$ cat config.mk
export PLATFORM = sky130hd
export DESIGN_NAME = fifo_tx
export DESIGN_NICKNAME = d
export VERILOG_FILES = /design/src/rtl/fifo_tx.sv
export SDC_FILE = /design/constraint.sdc
export NUM_CORES = 2
export LEC_CHECK = 0
export BUFFER_PORTS_ARGS = -buffer_cell sky130_fd_sc_hd__buf_2
export CAP_MARGIN = 20
export CELL_PAD_IN_SITES_DETAIL_PLACEMENT = 0
export CELL_PAD_IN_SITES_GLOBAL_PLACEMENT = 2
export CORE_ASPECT_RATIO = 1.4
export CORE_MARGIN = 3
export CORE_UTILIZATION = 40
export CTS_BUF_LIST = sky130_fd_sc_hd__clkbuf_4 sky130_fd_sc_hd__clkbuf_8
export CTS_CLUSTER_SIZE = 16
export DETAILED_ROUTE_END_ITERATION = 6
export GPL_ROUTABILITY_DRIVEN = 0
export GPL_TIMING_DRIVEN = 1
export PLACE_DENSITY = 0.63
export SLEW_MARGIN = 20
export SYNTH_ARGS = -nofsm -noshare
export SYNTH_HDL_FRONTEND = slang
export SYNTH_SLANG_ARGS = --single-unit
$ cat constraint.sdc
create_clock -name i_clk -period 8.4 [get_ports i_clk]
set_clock_uncertainty 0.1 [all_clocks]
set_input_delay 0.84 -clock i_clk [delete_from_list [all_inputs] [get_ports i_clk]]
set_output_delay 0.84 -clock i_clk [all_outputs]
set_load 0.05 [all_outputs]
$ cat src/rtl/fifo_tx.sv
// Transmit-side byte FIFO between the UART data register and the serializer.
// Registered level and pop data, with sticky overflow/underflow flags for debug.
module fifo_tx #(
  parameter int unsigned DATA_WIDTH = 8,
  parameter int unsigned DEPTH      = 256,
  parameter int unsigned CNT_WIDTH  = 9
) (
  input  logic                  i_clk,
  input  logic                  i_rst,
  input  logic                  i_clear,
  input  logic                  i_push_en,
  input  logic [DATA_WIDTH-1:0] i_push_data,
  output logic                  o_full,
  output logic [CNT_WIDTH-1:0]  o_count,
  input  logic                  i_pop_en,
  output logic [DATA_WIDTH-1:0] o_pop_data,
  output logic                  o_pop_valid,
  output logic                  o_empty,
  input  logic                  i_flags_clr,
  output logic                  o_overflow,
  output logic                  o_underflow
);

  localparam int unsigned PtrW = $clog2(DEPTH);

  logic [DATA_WIDTH-1:0] mem [DEPTH];

  logic [PtrW-1:0]       wr_ptr_q, wr_ptr_d;
  logic [PtrW-1:0]       rd_ptr_q, rd_ptr_d;
  logic [CNT_WIDTH-1:0]  count_q, count_d;
  logic [DATA_WIDTH-1:0] pop_data_q, pop_data_d;
  logic                  pop_valid_q, pop_valid_d;
  logic                  overflow_q, overflow_d;
  logic                  underflow_q, underflow_d;

  logic pop_ok;
  logic push_ok;

  assign o_full  = (count_q == CNT_WIDTH'(DEPTH));
  assign o_empty = (count_q == '0);

  // A pop frees a slot in the same cycle, so a push into a full FIFO is fine with a pop.
  assign pop_ok  = i_pop_en && !o_empty;
  assign push_ok = i_push_en && (!o_full || pop_ok);

  always_comb begin
    wr_ptr_d    = wr_ptr_q;
    rd_ptr_d    = rd_ptr_q;
    count_d     = count_q;
    pop_data_d  = pop_data_q;
    pop_valid_d = 1'b0;
    overflow_d  = i_flags_clr ? 1'b0 : overflow_q;
    underflow_d = i_flags_clr ? 1'b0 : underflow_q;

    if (i_clear) begin
      wr_ptr_d = '0;
      rd_ptr_d = '0;
      count_d  = '0;
    end else begin
      if (push_ok) begin
        wr_ptr_d = wr_ptr_q + PtrW'(1);
      end
      if (pop_ok) begin
        rd_ptr_d    = rd_ptr_q + PtrW'(1);
        pop_data_d  = mem[rd_ptr_q];
        pop_valid_d = 1'b1;
      end
      unique case ({push_ok, pop_ok})
        2'b10:   count_d = count_q + CNT_WIDTH'(1);
        2'b01:   count_d = count_q - CNT_WIDTH'(1);
        default: count_d = count_q;
      endcase
      // Set wins over a same-cycle clear request.
      if (i_push_en && !push_ok) begin
        overflow_d = 1'b1;
      end
      if (i_pop_en && o_empty) begin
        underflow_d = 1'b1;
      end
    end
  end

  always_ff @(posedge i_clk) begin
    if (i_rst) begin
      wr_ptr_q    <= '0;
      rd_ptr_q    <= '0;
      count_q     <= '0;
      pop_data_q  <= '0;
      pop_valid_q <= 1'b0;
      overflow_q  <= 1'b0;
      underflow_q <= 1'b0;
    end else begin
      wr_ptr_q    <= wr_ptr_d;
      rd_ptr_q    <= rd_ptr_d;
      count_q     <= count_d;
      pop_data_q  <= pop_data_d;
      pop_valid_q <= pop_valid_d;
      overflow_q  <= overflow_d;
      underflow_q <= underflow_d;
    end
  end

  // Storage is not reset; writes are suppressed while reset or flush is active.
  always_ff @(posedge i_clk) begin
    if (!i_rst && !i_clear && push_ok) begin
      mem[wr_ptr_q] <= i_push_data;
    end
  end

  assign o_count     = count_q;
  assign o_pop_data  = pop_data_q;
  assign o_pop_valid = pop_valid_q;
  assign o_overflow  = overflow_q;
  assign o_underflow = underflow_q;

endmodule

After elaboration in Yosys (flattened, before gate mapping)
Memory sizes are Yosys's and may differ from the RTL's. A register that Yosys moved wholly into a read port is not among the register bits.
Cells that the tools add are included.
{ "classes": {"bitwise": 1, "eq_ne": 3, "n_reduce_logical": 16, "mux": 10, "addsub": 4} }
{ "ops": {"columns": ["operator", "n"], "rows": [
  ["case mux 9 bit (2 select lines)", 1],
  ["adder 8 x 1 -> 8 bit, second input constant", 2],
  ["adder 9 x 1 -> 9 bit, second input constant", 1],
  ["== test 9 bit, second input constant", 1],
  ["logical NOT 9 bit", 1],
  ["2-to-1 mux 1 bit", 9],
  ["subtractor 9 x 1 -> 9 bit, second input constant", 1],
  ["logical AND 1 bit", 6],
  ["logical NOT 1 bit", 5],
  ["== test 2 x 1 -> 1 bit, second input constant", 1],
  ["== test 2 bit, second input constant", 1],
  ["AND reduction 2 bit", 1],
  ["nonzero test 2 bit", 1],
  ["OR reduction 2 bit", 1],
  ["logical OR 1 bit", 1],
  ["NOT 1 bit", 1]
]} }
{ "word_totals": {"mem_count": 1, "output_inout_bits": 22, "ramBits": 2048, "reg_bits": 28} }
{ "memory_table": {"columns": ["name", "depth", "word_bits", "read_ports", "rd_ports_with_merged_regs", "write_ports", "line_no", "source"], "rows": [
  ["mem", 256, 8, 1, 1, 1, "26", "logic [DATA_WIDTH-1:0] mem [DEPTH];"]
]} }

Depth between registers and ports, before layout
{ "depth": {"word_depth": 9, "mapped_depth": 13, "depth_no_buf": 12} }

Least setup slack after synthesis
Ideal clock, no wire load.
{ "synth_timing": {"path_type": "register to register", "from": "reg count_q[0] (netlist: o_count[0])", "to": "reg count_q[8] (netlist: o_count[8])", "path_slack_ps": 4669, "path_buffers": 0, "path_stages_with_launch": 13, "arrival_ps": 3506, "cell_sequence": "dfxtp_1 -> nor4_1 -> nand2_1 -> o21ai_0 -> nor2_1 -> fa_1 -> a21o_1 -> a21oi_1 -> o21bai_1 -> a2111oi_0 -> or2_2 -> o21bai_1 -> nand3_1"} }
{ "synth_via": {"elab_chain_len": 7, "word_cells_on_any_way": 13, "cone_classes": "2 x add/sub; 3 x eq/ne; 1 x mux; 7 x reduce/logical"} }
{ "synth_rtl": {"columns": ["item", "line_no", "source"], "rows": [
  ["start: declaration", "30", "logic [CNT_WIDTH-1:0] count_q, count_d;"],
  ["start signal: assignment", "95", "count_q <= count_d;"],
  ["branches (longest 7 deep; another with subtractor 9 x 1 -> 9 bit)", null, null]
]} }
Parallel ways; which one is timed is not known.
A chain may end at the register's enable or synchronous reset.

==> summary.md <==
| Metric | Value |
|---|---|
| Area occupied by multi-input gates | 17700 sq um |
| CP top delay family | buffers and inverters |
| WS Path Type | register to register |
| CTS root buf | clkbuf_8 |
| Core area | 202000 sq um |
| Num CTS Buffers | 320 |
| I/O Buffers | 35 |
| Ports | 36 |
| P_leak | 27.3 nW |
| Final Slew Violations | 0 |
| Area Overhead vs Synth | 11.8% |
| Hold Path Cell Cnt | 3 |
| HPWL after DPL | 148000 microns |
| Worst-case clock buffer depth | 4 |
| Minimum clock period | 4.66 ns |
| Initial antenna violation count | 7 |
| Synth cell types | 74 |
| Post-synth top area share | 75.8% |
| Resized Gates After CTS | 0 |
| Register clock-pin slew on the reported worst setup and hold paths | 0.07 ns |
| Die Span Y | 539 microns |
| Finished Layout Cells | 7037 |
| Crit path capture type | register |
| EDFF count, synth | 2048 |
| Vias in the first global route | 42400 |
| # nets final | 4153 |
| Hold EP | o_underflow$_SDFF_PP0_ |
| Setup repair bufs after CTS | 0 |
| Share of layout cells above drive strength 1 | 26.6% |
| Final setup viols | 0 |
| Routed WL | 241000 microns |
| FF/Latch Area | 62200 sq um |
| Hold path startpoint | i_flags_clr |
| Cell row count | 195 |
| Final period util | 55.5% |
| CP max stage delay | 0.75 ns |
| Hold WC Path Type | input port to register |
| DRT antenna net count | 0 |
| Worst path cell trace | buf_4 > buf_4 > nor2b_4 > buf_4 > a22oi_1 > a21oi_1 > or4_1 > o21ai_0 > o22ai_1 |
| Critical Path RT | 9.08 ns |
| Initial DRC count | 3969 |
| Clock Latency Late Sink | 0.93 ns |
| Register area share after synthesis | 76.7% |
| CP Launch Type | register |
| Syn Nets | 3923 |
| Pwr/cell area | 227 nW/um^2 |
| Synth Warn # | 0 |
| Avg Vias per Cell | 5.75 |
| Overall Global Routing Usage | 23.0% |
| Syn Area/Cell | 20.8 sq um |
| Htree depth | 5 |
| Crit path DAT | 5.35 ns |
| RSZ-0062 raised after global routing | false |
| Area of the die | 208000 sq um |
| DR WL/cell | 34.3 microns |
| Mapped Cells | 3896 |
| DRC Markers | 0 |
| Vias | 40500 |
| WL met3 | 13300 microns |
| Cell type with the largest total area after synthesis | edfxtp_1 |
| Clk sink count | 2084 |
| Crit-path max FO | 37 |
| Pin count of the biggest net entering global routing | 138 |
| Most frequent CP cell | buf_4 |
| Initial Util | 40.2% |
| Cell Area, Synth | 81200 sq um |
| Die width | 387 microns |
| Final setup TNS | 0 ns |
| Synth cell count leaders | edfxtp_1 (2048), mux4_2 (471), nor2_1 (320) |
| Peak supply drop | 0.000111 V |
| Crit path buf inv count | 3 |
| Primary FF master, synth | edfxtp_1 |
| DR WL met2 | 125000 microns |
| CTS Hold Bufs | 0 |
| Reg-to-Reg Start | rd_ptr_q[2]$_SDFFE_PP0N_ |
| Fmax | 214 MHz |
| Congestion Overflow GR | 0 |
| Worst Max-Slew Pin Slew | 1.23 ns |
| Outcome | finished clean |
| Top-count cell post-synth | edfxtp_1 |
| Final Hold Viols | 0 |
| Pre-antenna DRT Iters | 5 |
| Placed cell count | 6463 |
| CTS tree | built |
| Async S/R FF share, synth | 0% |
| Max-cap viol count | 0 |
| Fillers | 17000 |
| First-pass GRT wire length | 338000 microns |
| Slew HR | 17.8% |
| Slowest stage cell on the critical path | dfxtp_4 |
| WL met1 | 93300 microns |
| Worst R2R Path Depth | 9 |
| Highest Signal Layer | met4 |
| Worst r2r dst | o_pop_data[2]$_SDFFE_PP0P_ |
| Synth top area cells | edfxtp_1 (76%), mux4_2 (13%), mux2i_1 (1.9%), nor2_1 (1.5%), dfxtp_1 (0.89%) |
| Reg2Reg Setup Slack | 3.74 ns |
| Yosys reg bits | 2084 |
[area by class of cell]
| class | instances | share of cell area (%) |
|---|---|---|
| multi-input cells | 1573 | 19.5 |
| flip-flops and latches | 2084 | 68.6 |
| repair buffers | 134 | 1.23 |
| clock buffers | 411 | 5.68 |
| clock inverters | 155 | 1.19 |
| diodes | 8 | 0.0221 |
| well taps | 2659 | 3.67 |
| inverters | 13 | 0.0593 |
[state kept, by name (all words and copies together) (netlist names)]
| signal | flops |
|---|---|
| o_overflow | 1 |
| wr_ptr_q | 8 |
| o_count | 9 |
| o_pop_data | 8 |
| o_underflow | 1 |
| rd_ptr_q | 8 |
| mem | 2048 |
| o_pop_valid | 1 |
[worst reg2reg max path, delay by kind of cell (launching register included)]
family | cells | cell delay (ns)
buffers and inverters | 3 | 1.54
AOI/OAI and AO/OA | 4 | 1.51
DFF | 1 | 0.75
and+or+nand+nor | 2 | 0.63
[how the worst max path moves through the flow]
stage / startpoint / to / cells past startpoint
4_1_cts: rd_ptr_q[2]$_SDFFE_PP0N_ / o_pop_data[2]$_SDFFE_PP0P_ / 9
3_5_place_dp: i_rst / mem[200][6]$_DFFE_PP_ / 7
6_report: rd_ptr_q[2]$_SDFFE_PP0N_ / o_pop_data[2]$_SDFFE_PP0P_ / 9
3_3_place_gp: i_rst / mem[183][0]$_DFFE_PP_ / 6
2_1_floorplan: o_count[0]$_SDFFE_PP0P_ / o_count[8]$_SDFFE_PP0P_ / 12
5_1_grt: rd_ptr_q[2]$_SDFFE_PP0N_ / o_pop_data[0]$_SDFFE_PP0P_ / 10
[placed cells by master, fill, tap and decap left out, drive strengths merged, types with 14 or more instances in the layout]
| master | n |
|---|---|
| inv | 14 |
| clkinv | 125 |
| nor2b | 16 |
| o22ai | 26 |
| nand3 | 21 |
| mux2i | 153 |
| mux4 | 471 |
| nand2 | 91 |
| buf | 126 |
| a211oi | 15 |
| nor2 | 320 |
| edfxtp | 2048 |
| a22o | 18 |
| a221oi | 42 |
| o21ai | 42 |
| clkinvlp | 15 |
| dfxtp | 36 |
| bufinv | 14 |
| a21oi | 75 |
| nor3 | 20 |
| a22oi | 87 |
| clkbuf | 419 |
[power by group]
part	switching (mW)	internal, mW	leakage, nW
Sequential	0.0220	11.4	18.7
Clock	3.97	4.46	3.27
Combinational	0.496	0.249	5.32
[layer usage]
layer,up-vias,GRT usage [%]
met1,21900,29.0
met3,389,3.60
met4,0,8.28
met5,-,0
li1,16800,-
met2,1456,40.4
[kinds of logic after synthesis]
logic type      after synthesis  share of synthesized area [%]
compound gates              387                           3.39
simple gates                520                           2.71
xor+xnor                     18                          0.194
mux                         635                           15.1
fa+ha+maj                    13                          0.210
flops                      2084                           76.7
buf+inv                     239                           1.73
[per-stage QoR]
step | setup slack [ns] | utilization [%] | hold WS (ns) | area, sq um | total power [mW]
after floorplan | 4.67 | - | 0.382 | 81200 | 12.1
after global placement | 2.95 | 41.8 | 0.370 | 84400 | 12.4
after detailed placement | 3.67 | 41.9 | 0.373 | 84400 | 12.4
after CTS | 3.77 | 44.9 | 0.109 | 90700 | 20.8
after global routing | 3.64 | 44.9 | 0.154 | 90700 | 21.3
final | 3.74 | 45.0 | 0.195 | 90700 | 20.6
Note: power is estimated with default switching activity, not from simulation.
